$ cat config.mk
export PLATFORM = sky130hd
export DESIGN_NAME = ascon_permutation_simple
export DESIGN_NICKNAME = d
export VERILOG_FILES = /design/src/rtl/ascon_permutation_simple.sv
export SDC_FILE = /design/constraint.sdc
export NUM_CORES = 2
export LEC_CHECK = 0
export ABC_CLOCK_PERIOD_IN_PS = 4200
export CAP_MARGIN = 40
export CORE_MARGIN = 4
export CORE_UTILIZATION = 49
export CTS_BUF_LIST = sky130_fd_sc_hd__clkbuf_8
export DETAILED_ROUTE_END_ITERATION = 7
export PLACE_DENSITY = 0.8
export SLEW_MARGIN = 10
export SYNTH_ARGS = -nofsm -noshare
export SYNTH_HDL_FRONTEND = slang
export SYNTH_SLANG_ARGS = --single-unit
$ cat constraint.sdc
create_clock -name clock_i -period 4.2 [get_ports clock_i]
set_input_delay 0.84 -clock clock_i [delete_from_list [all_inputs] [get_ports clock_i]]
set_output_delay 0.84 -clock clock_i [all_outputs]
set_load 0.02 [all_outputs]
$ cat src/rtl/ascon_permutation_simple.sv
// One Ascon round per enabled clock over a 320-bit state (x0..x4 = word [0]..[4]).
// The input mux picks the external state or the registered state as the round input.
module ascon_permutation_simple (
  input  logic             clock_i,
  input  logic             resetb_i,
  input  logic [0:4][63:0] permutation_i,
  input  logic             input_mode_i,
  input  logic [3:0]       round_i,
  input  logic             enable_i,
  output logic [0:4][63:0] permutation_o
);

  logic [0:4][63:0] state_reg;
  logic [0:4][63:0] round_in;
  logic [0:4][63:0] const_out;
  logic [0:4][63:0] sbox_out;
  logic [0:4][63:0] lin_out;
  logic [7:0]       round_const;

  function automatic logic [63:0] ror64(input logic [63:0] x, input int unsigned n);
    return (x >> n) | (x << (64 - n));
  endfunction

  always_comb begin
    round_const = 8'h00;
    case (round_i)
      4'd0:  round_const = 8'hF0;
      4'd1:  round_const = 8'hE1;
      4'd2:  round_const = 8'hD2;
      4'd3:  round_const = 8'hC3;
      4'd4:  round_const = 8'hB4;
      4'd5:  round_const = 8'hA5;
      4'd6:  round_const = 8'h96;
      4'd7:  round_const = 8'h87;
      4'd8:  round_const = 8'h78;
      4'd9:  round_const = 8'h69;
      4'd10: round_const = 8'h5A;
      4'd11: round_const = 8'h4B;
      default: round_const = 8'h00;
    endcase
  end

  always_comb begin
    round_in = input_mode_i ? permutation_i : state_reg;
    const_out = round_in;
    const_out[2][7:0] = round_in[2][7:0] ^ round_const;
  end

  // Bitsliced form of the 5-bit S-box, evaluated on all 64 columns at once.
  always_comb begin
    logic [63:0] a0, a1, a2, a3, a4;
    logic [63:0] t0, t1, t2, t3, t4;
    a0 = const_out[0] ^ const_out[4];
    a4 = const_out[4] ^ const_out[3];
    a2 = const_out[2] ^ const_out[1];
    a1 = const_out[1];
    a3 = const_out[3];
    t0 = ~a0 & a1;
    t1 = ~a1 & a2;
    t2 = ~a2 & a3;
    t3 = ~a3 & a4;
    t4 = ~a4 & a0;
    a0 = a0 ^ t1;
    a1 = a1 ^ t2;
    a2 = a2 ^ t3;
    a3 = a3 ^ t4;
    a4 = a4 ^ t0;
    a1 = a1 ^ a0;
    a0 = a0 ^ a4;
    a3 = a3 ^ a2;
    a2 = ~a2;
    sbox_out[0] = a0;
    sbox_out[1] = a1;
    sbox_out[2] = a2;
    sbox_out[3] = a3;
    sbox_out[4] = a4;
  end

  always_comb begin
    lin_out[0] = sbox_out[0] ^ ror64(sbox_out[0], 19) ^ ror64(sbox_out[0], 28);
    lin_out[1] = sbox_out[1] ^ ror64(sbox_out[1], 61) ^ ror64(sbox_out[1], 39);
    lin_out[2] = sbox_out[2] ^ ror64(sbox_out[2], 1)  ^ ror64(sbox_out[2], 6);
    lin_out[3] = sbox_out[3] ^ ror64(sbox_out[3], 10) ^ ror64(sbox_out[3], 17);
    lin_out[4] = sbox_out[4] ^ ror64(sbox_out[4], 7)  ^ ror64(sbox_out[4], 41);
  end

  always_ff @(posedge clock_i) begin
    if (resetb_i)
      state_reg <= '0;
    else if (enable_i)
      state_reg <= lin_out;
  end

  assign permutation_o = state_reg;

endmodule

==> Word-level counts from Yosys, hierarchy flattened <==
Memory sizes are Yosys's and may differ from the RTL's.
Index checks and enable logic that the tools add are counted.
{ "op_classes": {"mux": 1, "n_bitwise": 43} }
{ "ops": {"columns": ["cell", "count"], "rows": [
  ["bitwise XOR 64 bit", 21],
  ["inverter 64 bit", 6],
  ["bitwise AND 64 bit", 5],
  ["two-way mux 320 bit", 1],
  ["OR 23 x 64 -> 64 bit", 1],
  ["OR 25 x 64 -> 64 bit", 1],
  ["OR 3 x 64 -> 64 bit", 1],
  ["OR 36 x 64 -> 64 bit", 1],
  ["OR 45 x 64 -> 64 bit", 1],
  ["OR 47 x 64 -> 64 bit", 1],
  ["OR 54 x 64 -> 64 bit", 1],
  ["OR 57 x 64 -> 64 bit", 1],
  ["OR 58 x 64 -> 64 bit", 1],
  ["OR 63 x 64 -> 64 bit", 1],
  ["bitwise XOR 8 bit", 1]
]} }
{ "word_totals": {"reg_bits": 320, "rom_bits": 128, "elab_cells": 50, "mem_count": 1} }
{ "mem_list": {"columns": ["name", "depth", "width", "rd", "rd_ports_with_merged_regs", "write_ports", "line_no", "rtl"], "rows": [
  ["(no name shown)", 16, 8, 1, 0, 0, "26", "case (round_i)"]
]} }

==> Logic depth before layout (Yosys ltp) <==
{ "depth": {"depth_word": 10, "mapped_depth": 15, "ltp_nobuf": 9} }

==> Worst setup path before layout <==
No wires, ideal clock.
{ "synth_timing": {"kind": "input to register", "from": "input port input_mode_i", "to": "register state_reg, in the netlist permutation_o[126]", "setup_time_ns": 0.086, "t_arrival_ns": 4.250, "required_ns": 4.114, "path_slack_ns": -0.135, "stages": 15, "path_buffers": 7, "path_cell_list": "buf_6 buf_6 buf_6 buf_6 clkbuf_1 buf_1 buf_2 mux2_2 ha_1 xor2_1 xor2_1 xnor2_1 xor2_1 xnor2_1 a211oi_1"} }
{ "synth_via": {"elab_chain_cells": 9} }
{ "synth_lines": {"columns": ["element", "line_no", "rtl"], "rows": [
  ["from (decl)", "7", "input logic input_mode_i,"],
  ["two-way mux 320 bit *", "44", "round_in = input_mode_i ? permutation_i : state_reg;"],
  ["bitwise XOR 64 bit", "54", "a4 = const_out[4] ^ const_out[3];"],
  ["inverter 64 bit", "62", "t4 = ~a4 & a0;"],
  ["bitwise AND 64 bit", "62", null],
  ["bitwise XOR 64 bit", "66", "a3 = a3 ^ t4;"],
  ["bitwise XOR 64 bit *", "70", "a3 = a3 ^ a2;"],
  ["OR 54 x 64 -> 64 bit", "21", "return (x >> n) | (x << (64 - n));"],
  ["bitwise XOR 64 bit", "83", "lin_out[3] = sbox_out[3] ^ ror64(sbox_out[3], 10) ^ ror64(sbox_out[3], 17);"],
  ["bitwise XOR 64 bit *", "83", null],
  ["to (signal assigned)", "91", "state_reg <= lin_out;"],
  ["to (decl)", "13", "logic [0:4][63:0] state_reg;"]
]} }
Every way passes the cells marked *; elsewhere a longest branch is shown, timed or not.
A chain may end at the register's enable or synchronous reset.

==> Worst setup path after layout <==
{ "layout_timing": {"from": "input port input_mode_i", "to": "register state_reg, in the netlist permutation_o[106]"} }
The elaborated chain is that of the path after synthesis.

==> flow_summary.yaml <==
outcome:
  run_status: "finished clean"
hold_path:
  hold_path_end: "permutation_o[149]"
  hold_path_class: "flip-flop to flip-flop"
  min_delay_path_depth: 2
  hold_start: "permutation_o[149]"
routing:
  first_iter_violations: 2953
  route.antenna.remaining_nets: 0
  met3_wirelength_mm: 13.5
  wl_per_instance_um: 28.8
  first_pass_iters: 5
  route.layer.met1.wl_mm: 57.3
  postRouteWirelength_mm: 145
  met2WireLength_mm: 65.8
  vias_per_cell: 5.66
  detail_route.drc_violations: 0
  maxUsedRoutingLayer: "met5"
  detailroute.via_count: 28543
synthesis:
  synth.net_count: 3754
  avgSynthCellArea_sq_um: 9.61
  syn-cell-area_sq_um: 31700
  count_of_mapped_cells_out_of_synthesis: 3298
  yosysWarnings: 0
  synth_cell_type_count: 33
  postSynthRegisterBits: 320
  yosysSeqAreaShare_pct: 20.2
place:
  io_buffers: 647
  dp.final_hpwl_mm: 121
  place_congestion: 1.09
  placement.setup.worst_slack_ns: -0.243
sta:
  postLayoutSetupSlackWorst_ns: 0.270
  final_hold_viol_count: 0
  final.setup_skew_ns: 0.0289
  setup_violating_endpoint_count_in_the_final_report: 0
  post-route-min-period_ns: 3.93
  finalHoldWorstSlack_ns: 0.500
  maxClockFrequency_mhz: 254
  timing.final.crit_share_pct: 93.6
  worst_pin_slew_ns: 1.21
  report.final.slew_viol_count: 0
  grt_setup_unrepaired: "false"
  timing.slew.headroom_pct: 19.6
grt:
  vias_in_the_first_global_route: 27923
  global_route.usage.total_pct: 40.1
  grt_first_pass_wirelength_mm: 203
  grt_overflow: 0
  grt_max_degree: 198
  antenna_violations_before_repair: 4
cts:
  clock_pin_slew_on_the_worst_setup_and_hold_paths_ns: 0.06
  cts_inserted_buffers: 66
  cts_htree_levels: 3
  cts_repair_resize_count: 0
  cts.sink_count: 320
  post_cts_setup_buffer_count: 0
  root_buffer: "sky130_fd_sc_hd__clkbuf_8"
  clock_tree.buffer_depth: 3
  tritoncts: "done"
  hold_buffers: 0
  clkLatencyLatePin_ns: 0.66
cells_and_area:
  net_count_final: 4597
  fraction_of_final_layout_cells_sized_beyond_drive_strength_1_pct: 17.4
  fillers: 5313
  finalCoreUtilization_pct: 66.2
  flow.area_growth_from_synthesis_pct: 32.6
  largest_reg_flops: 320
floorplanning:
  die_area_sq_um: 68800
  ioPinCount: 648
  die-width_um: 262
  placementRows: 92
  die_h_um: 262
  placeableCoreArea_sq_um: 63500
  start_util_pct: 49.9
setup_path:
  path_common_cell: "sky130_fd_sc_hd__xnor2_1"
  endpoint_kind: "flip-flop"
  timing.rr.start: "permutation_o[234]"
  reg2reg_to: "permutation_o[106]"
  r2r_slack_ns: 0.82
  cp_max_fo: 21
  cpPeakStageDelay_ns: 0.75
  timing.critical_path.cells: "buf_8 -> buf_12 -> buf_4 -> mux2_2 -> ha_1 -> xnor2_1 -> xnor2_1 -> xnor2_2 -> xor2_1 -> xnor2_1 -> a211oi_1"
  timing.critical_path.required_ns: 4.69
  critical_path_class: "input pin to flip-flop"
  worstPathBufferInverterCount: 3
  critPathSlowestCell: "sky130_fd_sc_hd__xnor2_1"
  arrival_ns: 4.42
  start_kind: "input pin"
  cpLargestDelayFamily: "XOR/XNOR gates"
  timing.reg2reg.worst_path_depth: 8
run:
  number_of_max_cap_violations: 0
==> worst register-to-register path, delay by kind of cell (launching register included) <==
kind	cells	cell delay [ns]
flops	1	0.46
mux	1	0.19
fa+ha+maj	1	0.37
compound gates	1	0.17
xor+xnor	5	2.04
==> cell type report <==
cell class / count / area (sq um) / area share (%)
Antenna cell: 2 / 5.00 / 0.0119
Tap cell: 846 / 1060 / 2.52
Clock buffer: 83 / 1140 / 2.72
Timing Repair Buffer: 918 / 8640 / 20.5
Clock inverter: 35 / 267 / 0.634
Multi-Input combinational cell: 2792 / 24400 / 58.0
Inverter: 43 / 161 / 0.384
Sequential cell: 320 / 6410 / 15.2
==> how the worst max path moves through the flow <==
stage               cells past startpoint                  to  slack (ns)    startpoint
finish                                 11  permutation_o[106]        0.27  input_mode_i
global route                           10   permutation_o[85]        0.30  input_mode_i
CTS                                    11  permutation_o[106]        0.44  input_mode_i
detailed placement                     11  permutation_o[106]       -0.24  input_mode_i
global placement                       11  permutation_o[106]       -0.24  input_mode_i
floorplan                              15  permutation_o[126]      0.0006  input_mode_i
==> through the flow <==
| step | instance area [sq um] | TNS [ns] | std cells |
|---|---|---|---|
| after floorplan | 31700 | 0 | 3298 |
| after global placement | 40600 | -0.380 | 4915 |
| after detailed placement | 40600 | -0.438 | 4919 |
| after CTS | 42000 | 0 | 5037 |
| after global routing | 42000 | 0 | 5038 |
| final | 42000 | 0 | 5039 |
==> kinds of logic after synthesis <==
group / synth area share [%]
xor gates and xnor gates: 39.1
muxes: 16.5
buffers and inverters: 2.95
DFF: 20.2
and+or+nand+nor: 9.54
AOI/OAI and AO/OA: 6.59
adders and majority gates: 5.05
==> metal layers <==
layer  GRT usage [%]  up-vias
met5               0        -
met4            18.8        4
met3            7.94      338
met2            64.8     1643
met1            51.6    13856
li1                -    12702
==> cell usage after synthesis (all sizes together) <==
cell	number	share of area (%)
a21oi	2	0.032
xor2	259	7.2
xnor2	1044	31
inv	43	0.51
buf	30	1.1
xnor3	14	0.99
nor2b	85	1.7
mux2i	275	12
nand2b	184	3.6
clkbuf	113	1.3
mux2	137	4.9
nor2	264	3.1
a211oi	129	3.1
nor3b	1	0.024
dfxtp	320	20
ha	128	5.1
o22ai	128	2.5
a211o	1	0.028
o21ai	53	0.84
a21boi	2	0.047
nand2	85	1.1
nor3	1	0.016
==> layout by cell type, fill, tap and decap left out, types with 128 or more instances in the layout <==
cell type,instances
sky130_fd_sc_hd__xnor2_1,955
sky130_fd_sc_hd__buf_4,262
sky130_fd_sc_hd__dfxtp_1,320
sky130_fd_sc_hd__nand2b_1,183
sky130_fd_sc_hd__mux2_2,136
sky130_fd_sc_hd__xor2_1,259
sky130_fd_sc_hd__ha_1,128
sky130_fd_sc_hd__nor2_1,264
sky130_fd_sc_hd__mux2i_1,159
sky130_fd_sc_hd__o22ai_1,128
sky130_fd_sc_hd__clkdlybuf4s50_1,644
Power is left out: the tool's default activity adds up to more than one toggle a clock period on the data nets, which glitch-free logic cannot reach.
